## src/rtl/switch_allocator_if.sv

```systemverilog
// switch_allocator_if: request, credit and grant/crossbar-select bundle between input channels and the switch allocator
interface switch_allocator_if #(
  parameter int P_CHANNELS     = 5,
  parameter int P_SEL_WIDTH    = 3,
  parameter int P_CREDIT_WIDTH = 3
);
  logic [P_CHANNELS-1:0]                in_sa_enable;
  logic [P_CHANNELS*P_CHANNELS-1:0]     in_sa_request;
  logic [P_CHANNELS*P_CREDIT_WIDTH-1:0] in_credits;
  logic [P_CHANNELS-1:0]                out_sa_grant;
  logic [P_CHANNELS*P_SEL_WIDTH-1:0]    out_xbar_sel;
  logic [P_CHANNELS-1:0]                out_xbar_valid;
  modport master (output in_sa_enable, in_sa_request, in_credits, input out_sa_grant, out_xbar_sel, out_xbar_valid);
  modport slave  (input in_sa_enable, in_sa_request, in_credits, output out_sa_grant, out_xbar_sel, out_xbar_valid);
endinterface

```

## src/rtl/switch_allocator.sv

```systemverilog
// switch_allocator: per-output round-robin allocator with wormhole hold until the owner drops its request
module switch_allocator #(
  parameter int P_CHANNELS     = 5,
  parameter int P_SEL_WIDTH    = 3,
  parameter int P_CREDIT_WIDTH = 3
) (
  input logic CLK,
  input logic RST,
  switch_allocator_if.slave sa
);
  localparam int P = P_CHANNELS;
  localparam int W = P_SEL_WIDTH;
  logic [P-1:0]   raw, locked, hit, cred_ok, keep, grant;
  logic [P-1:0]   req [P];
  logic [W-1:0]   owner [P], ptr [P], win [P];
  logic [P*W-1:0] sel;
  int idx;
  // keep only the lowest requested output of each enabled input
  always_comb begin
    raw = '0;
    for (int i = 0; i < P; i++) begin
      raw = sa.in_sa_request[i*P +: P] & {P{sa.in_sa_enable[i]}};
      req[i] = '0;
      for (int j = P - 1; j >= 0; j--) if (raw[j]) req[i] = P'(1) << j;
    end
  end
  // descending scan leaves the first requester at or after ptr as winner
  always_comb begin
    idx = 0;
    for (int o = 0; o < P; o++) begin
      win[o] = '0;
      hit[o] = 1'b0;
      cred_ok[o] = |sa.in_credits[o*P_CREDIT_WIDTH +: P_CREDIT_WIDTH];
      keep[o] = req[owner[o]][o];
      for (int k = P - 1; k >= 0; k--) begin
        idx = (int'(ptr[o]) + k) % P;
        if (req[idx][o]) begin
          win[o] = W'(idx);
          hit[o] = 1'b1;
        end
      end
    end
  end
  always_ff @(posedge CLK or negedge RST)
    if (!RST) begin
      locked <= '0;
      for (int o = 0; o < P; o++) begin
        owner[o] <= '0;
        ptr[o]   <= '0;
      end
    end else begin
      for (int o = 0; o < P; o++)
        if (locked[o]) locked[o] <= keep[o];
        else if (hit[o] && cred_ok[o]) begin
          locked[o] <= 1'b1;
          owner[o]  <= win[o];
          ptr[o]    <= (win[o] == W'(P - 1)) ? '0 : win[o] + 1'b1;
        end
    end
  always_comb begin
    grant = '0;
    sel = '0;
    for (int o = 0; o < P; o++) begin
      sel[o*W +: W] = locked[o] ? owner[o] : '0;
      for (int i = 0; i < P; i++) grant[i] = grant[i] | (locked[o] && owner[o] == W'(i));
    end
  end
  assign sa.out_sa_grant   = grant;
  assign sa.out_xbar_sel   = sel;
  assign sa.out_xbar_valid = locked;
endmodule

```

## src/flat_wrapper.sv

```systemverilog
// flat-port wrapper written by rule: the top's interface ports become plain ports
module switch_allocator_flat 
#(
  parameter int P_CHANNELS     = 5,
  parameter int P_SEL_WIDTH    = 3,
  parameter int P_CREDIT_WIDTH = 3
)
  (CLK, RST, sa_in_sa_enable, sa_in_sa_request, sa_in_credits, sa_out_sa_grant, sa_out_xbar_sel, sa_out_xbar_valid);
  switch_allocator_if #(.P_CHANNELS(P_CHANNELS), .P_SEL_WIDTH(P_SEL_WIDTH), .P_CREDIT_WIDTH(P_CREDIT_WIDTH)) sa_i ();
  input logic CLK;
  input logic RST;
  input wire logic [$bits(sa_i.in_sa_enable)-1:0] sa_in_sa_enable;
  input wire logic [$bits(sa_i.in_sa_request)-1:0] sa_in_sa_request;
  input wire logic [$bits(sa_i.in_credits)-1:0] sa_in_credits;
  output wire logic [$bits(sa_i.out_sa_grant)-1:0] sa_out_sa_grant;
  output wire logic [$bits(sa_i.out_xbar_sel)-1:0] sa_out_xbar_sel;
  output wire logic [$bits(sa_i.out_xbar_valid)-1:0] sa_out_xbar_valid;
  assign sa_i.in_sa_enable = sa_in_sa_enable;
  assign sa_i.in_sa_request = sa_in_sa_request;
  assign sa_i.in_credits = sa_in_credits;
  assign sa_out_sa_grant = sa_i.out_sa_grant;
  assign sa_out_xbar_sel = sa_i.out_xbar_sel;
  assign sa_out_xbar_valid = sa_i.out_xbar_valid;
  switch_allocator #(.P_CHANNELS(P_CHANNELS), .P_SEL_WIDTH(P_SEL_WIDTH), .P_CREDIT_WIDTH(P_CREDIT_WIDTH)) u_core (.CLK(CLK), .RST(RST), .sa(sa_i));
endmodule
```

## config.mk

```make
export PLATFORM = sky130hd
export DESIGN_NAME = switch_allocator_flat
export DESIGN_NICKNAME = d
export VERILOG_FILES = /design/src/rtl/switch_allocator_if.sv /design/src/rtl/switch_allocator.sv /design/src/flat_wrapper.sv
export SDC_FILE = /design/constraint.sdc
export NUM_CORES = 1
export LEC_CHECK = 0
export CORE_ASPECT_RATIO = 2
export CORE_MARGIN = 2
export CORE_UTILIZATION = 28
export DETAILED_ROUTE_END_ITERATION = 6
export GPL_TIMING_DRIVEN = 0
export MAX_ROUTING_LAYER = met4
export PLACE_DENSITY = 0.44
export SLEW_MARGIN = 30
export SYNTH_ARGS = -nofsm -noshare
export SYNTH_HDL_FRONTEND = slang
export SYNTH_SLANG_ARGS = --single-unit
```

## constraint.sdc

```tcl
create_clock -name CLK -period 6.7 [get_ports CLK]
set_input_delay 0.67 -clock CLK [delete_from_list [all_inputs] [get_ports CLK]]
set_output_delay 0.67 -clock CLK [all_outputs]
set_load 0.01 [all_outputs]
```

==> summary.txt, run 1 <==
CTS
  – H-tree depth: 2
  – Clk Latency, worst-skew pair: 0.29 ns
  – Clk slew on worst S/H paths: 0.06 ns
  – CTS tree: yes
  – CTS Root Buffer Type: clkbuf_16
  – Sink Count: 35
  – CTS Buf Count: 5
  – Deepest clock path buffer count: 2

GRT
  – Vias in the first global route: 9718
  – Initial antenna violation count: 0
  – First-pass GRT wire length: 52300 um
  – Gr ovfl total: 0
  – Total global-route track usage: 0.195
  – Largest net degree at the start of global routing: 21

Synthesis
  – Post-Synthesis Cells: 1230
  – Share of the synthesized area in the top cell type: 0.149
  – Ys flop type: dfrtp_1
  – Post-synthesis area per instance: 7.45 um2
  – Mapped Nets: 1389
  – Seq/Total Area, Yosys: 0.0956
  – Synth Register Bits: 35
  – Asr flop ratio synth: 1.00
  – YS warnings: 0
  – EDFF count, synth: 0
  – Synthesized area: 9160 um2
  – Synth area leaders: ha_1 (15%), dfrtp_1 (9.6%), nand2_1 (5.2%)
  – Synth unique cells: 88
  – Cell taking the most area after synthesis: ha_1

Outcome
  – Status: complete, no violations

Timing
  – Number of hold violations in the final report: 0
  – Max Freq: 161 MHz
  – Max-slew violations: 0
  – Period utilisation layout: 0.929
  – Worst Skew: 0.00262 ns
  – Setup TNS: 0 ns
  – Final setup violation count: 0
  – RSZ-0062 raised after global routing: no
  – Actual slew at the worst max-slew pin: 0.941 ns
  – Tmin final: 6.22 ns
  – Rel. slew slack: 0.371

Critical path
  – Worst Path Max Fanout: 10
  – Reg2Reg Depth: 19
  – Crit path DAT: 6.38 ns
  – Crit path largest cell delay: 0.56 ns
  – Crit Path Category: register to register
  – Worst path most repeated cell: ha_1
  – Flop2flop setup slack: 0.48 ns
  – FF-to-FF End: u_core.ptr[4]
  – R2r startpoint: u_core.ptr[3]
  – Worst-path cell chain: clkbuf_1, clkbuf_1, inv_1, ha_1, xor2_1, a211oi_1, nor2_1, ha_1, or4_1, a21oi_1, a221oi_1, o21a_1, nor4b_2, nand3_1, a21boi_0, a2bb2oi_1, ha_1, nand2_1, o21ai_0
  – Critical Path Sink Type: register
  – CP Launch Type: register
  – CP max-delay cell: dfrtp_1
  – WP data required: 6.86 ns

Floorplan
  – Io pins: 72
  – Core Rows: 93
  – Die ar.: 34300 um2
  – Chip Height: 260 um
  – Core area: 32200 um2
  – Die Width: 132 um
  – Initial Utilization: 0.284

Routing
  – M1 WL: 12800 um
  – Met3 wire length: 771 um
  – Antenna viol nets, final: 0
  – Initial DRC count: 417
  – Max layer used: met4
  – Routed WL per cell: 19.0 um
  – Post-Route WL: 33000 um
  – First-pass detailed-route iteration total: 7
  – Via density: 5.52
  – WL met2: 18200 um
  – DRC viols: 0
  – Routed vias: 9599

Pwr
  – Psw: 3.36 mW
  – Internal power: 2.46 mW
  – Sw Ratio: 0.577
  – Clk pwr share: 0.041
  – Power per cell area: 549 nW/um2
  – Comb power frac: 0.875
  – Leak pwr: 4.34 nW
  – Sequential group share of total power: 0.084
  – Max IR drop VDD: 190 uV

Finish
  – Diodes inserted: 0
  – Area delta synth->final: 15.9%
  – Layout cells sized above 1: 0.0770
  – Fin nets: 1469
  – Layout Utilization: 0.329

Placed design
  – Hpwl dp: 27700 um
  – RePlAce Congestion: 0.911
  – IO Port Bufs: 71

Hold path
  – HP Class: primary input to async pin

Run
  – MaxCap Viol Count: 0
metal layers:
metal	GRT usage	up-vias
li1	-	4725
met4	0.0725	0
met5	-	-
met3	0.0150	59
met2	0.386	197
met1	0.195	4618
final cells by class:
class	instances	area [um2]
buffer	40	169
clock inverter	3	25.0
inverter	86	323
fill	3544	21600
clock buffer	5	125
multi-input combinational	1069	7820
sequential	35	876
tap	427	534
timing repair buffer	73	738
synth_stat cells, types with 8 or more instances:
master and number:
nand2_1 128, ha_1 109, nor2_1 94, inv_1 79, o21ai_0 66, a21oi_1 63
nand3_1 49, mux2i_1 43, xnor2_1 38, nor3_1 37, dfrtp_1 35, and2_1 31
mux2_2 29, nor2b_1 26, clkbuf_1 25, a31oi_1 20, nand4_1 20, nand2b_1 18
o211ai_1 18, mux4_2 13, a22oi_1 12, a21o_1 11, buf_2 11, nand3b_1 11
o31ai_1 11, or4_1 10, a211o_1 9, a211oi_1 9, o22ai_1 9, a2bb2oi_1 8
and3b_1 8, o21bai_1 8, o32ai_1 8, or2_2 8
through the flow:
step | setup WS, ns | hold WS (ns) | std cells | total power, mW | instance area [um2]
after floorplan | 1.72 | 0.374 | 1230 | 4.21 | 9160
after global placement | 0.258 | 0.529 | 1728 | 5.54 | 10400
after detailed placement | 0.243 | 0.536 | 1730 | 5.56 | 10500
after CTS | 0.220 | 0.363 | 1738 | 5.84 | 10600
after global routing | 0.259 | 0.367 | 1738 | 6.42 | 10600
final | 0.477 | 0.350 | 1738 | 5.82 | 10600
flip-flops by register name, indices dropped and copies added (netlist names):
| name | count |
|---|---|
| u_core.owner | 15 |
| u_core.sa.out_xbar_valid | 5 |
| u_core.ptr | 15 |
cell usage in the layout (no fill, tap or decap), drive strengths merged, types with 37 or more instances in the layout:
cell,n
nor3,37
nand2,128
inv,83
nor2,94
xnor2,39
a21oi,65
clkdlybuf4s50,70
nand3,49
o21ai,71
mux2i,43
ha,109
how the worst max path moves through the flow:
stage	start	end	slack, ns	cells after the start
after detailed placement	u_core.ptr[3]	u_core.ptr[4]	0.24	19
after CTS	u_core.ptr[3]	u_core.ptr[4]	0.22	19
after floorplan	u_core.ptr[5]	u_core.ptr[4]	1.72	20
after global placement	u_core.ptr[3]	u_core.ptr[4]	0.26	19
final	u_core.ptr[3]	u_core.ptr[4]	0.48	19
after global routing	u_core.ptr[3]	u_core.ptr[4]	0.26	19
cell families after synthesis:
kind of cell / count (synthesis) / synth area share
compound gates: 343 / 0.263
xor+xnor: 46 / 0.0456
fa+ha+maj: 112 / 0.155
buf+inv: 126 / 0.0537
flops: 35 / 0.0956
mux: 85 / 0.115
simple gates: 483 / 0.272
worst max-delay path, delay by kind of cell (launching register included):
| family | cells | cell delay (ns) |
|---|---|---|
| flip-flops | 1 | 0.56 |
| buffers and inverters | 3 | 1.28 |
| AND/OR/NAND/NOR | 5 | 1.29 |
| adder cells (fa/ha/maj) | 3 | 0.92 |
| XOR/XNOR | 1 | 0.23 |
| AO/OA/AOI/OAI | 7 | 1.78 |
power groups by stage:
| stage | clock (mW) | sequential, mW | combinational [mW] |
|---|---|---|---|
| after floorplan | 0 | 0.421 | 3.79 |
| after global placement | 0 | 0.495 | 5.04 |
| after detailed placement | 0 | 0.494 | 5.07 |
| after CTS | 0.245 | 0.490 | 5.10 |
| after global routing | 0.258 | 0.509 | 5.65 |
| final | 0.242 | 0.486 | 5.09 |
what timing repair did:
item,in CTS,in global routing
hold buffers,0,0
endpoints found under the setup margin,0,1
buffers inserted,0,0
gates resized for setup,0,1
Power figures use the tool's default switching activity.
==> inputs of run 2 (changes only) <==
--- a/config.mk
+++ b/config.mk
@@ -8,6 +8,7 @@
 export CORE_ASPECT_RATIO = 2
 export CORE_MARGIN = 2
 export CORE_UTILIZATION = 28
+export CTS_CLUSTER_SIZE = 28
 export DETAILED_ROUTE_END_ITERATION = 6
 export GPL_TIMING_DRIVEN = 0
 export MAX_ROUTING_LAYER = met4
==> results of run 2 <==
The final DEF is identical to that of run 1; final timing and power are the same.
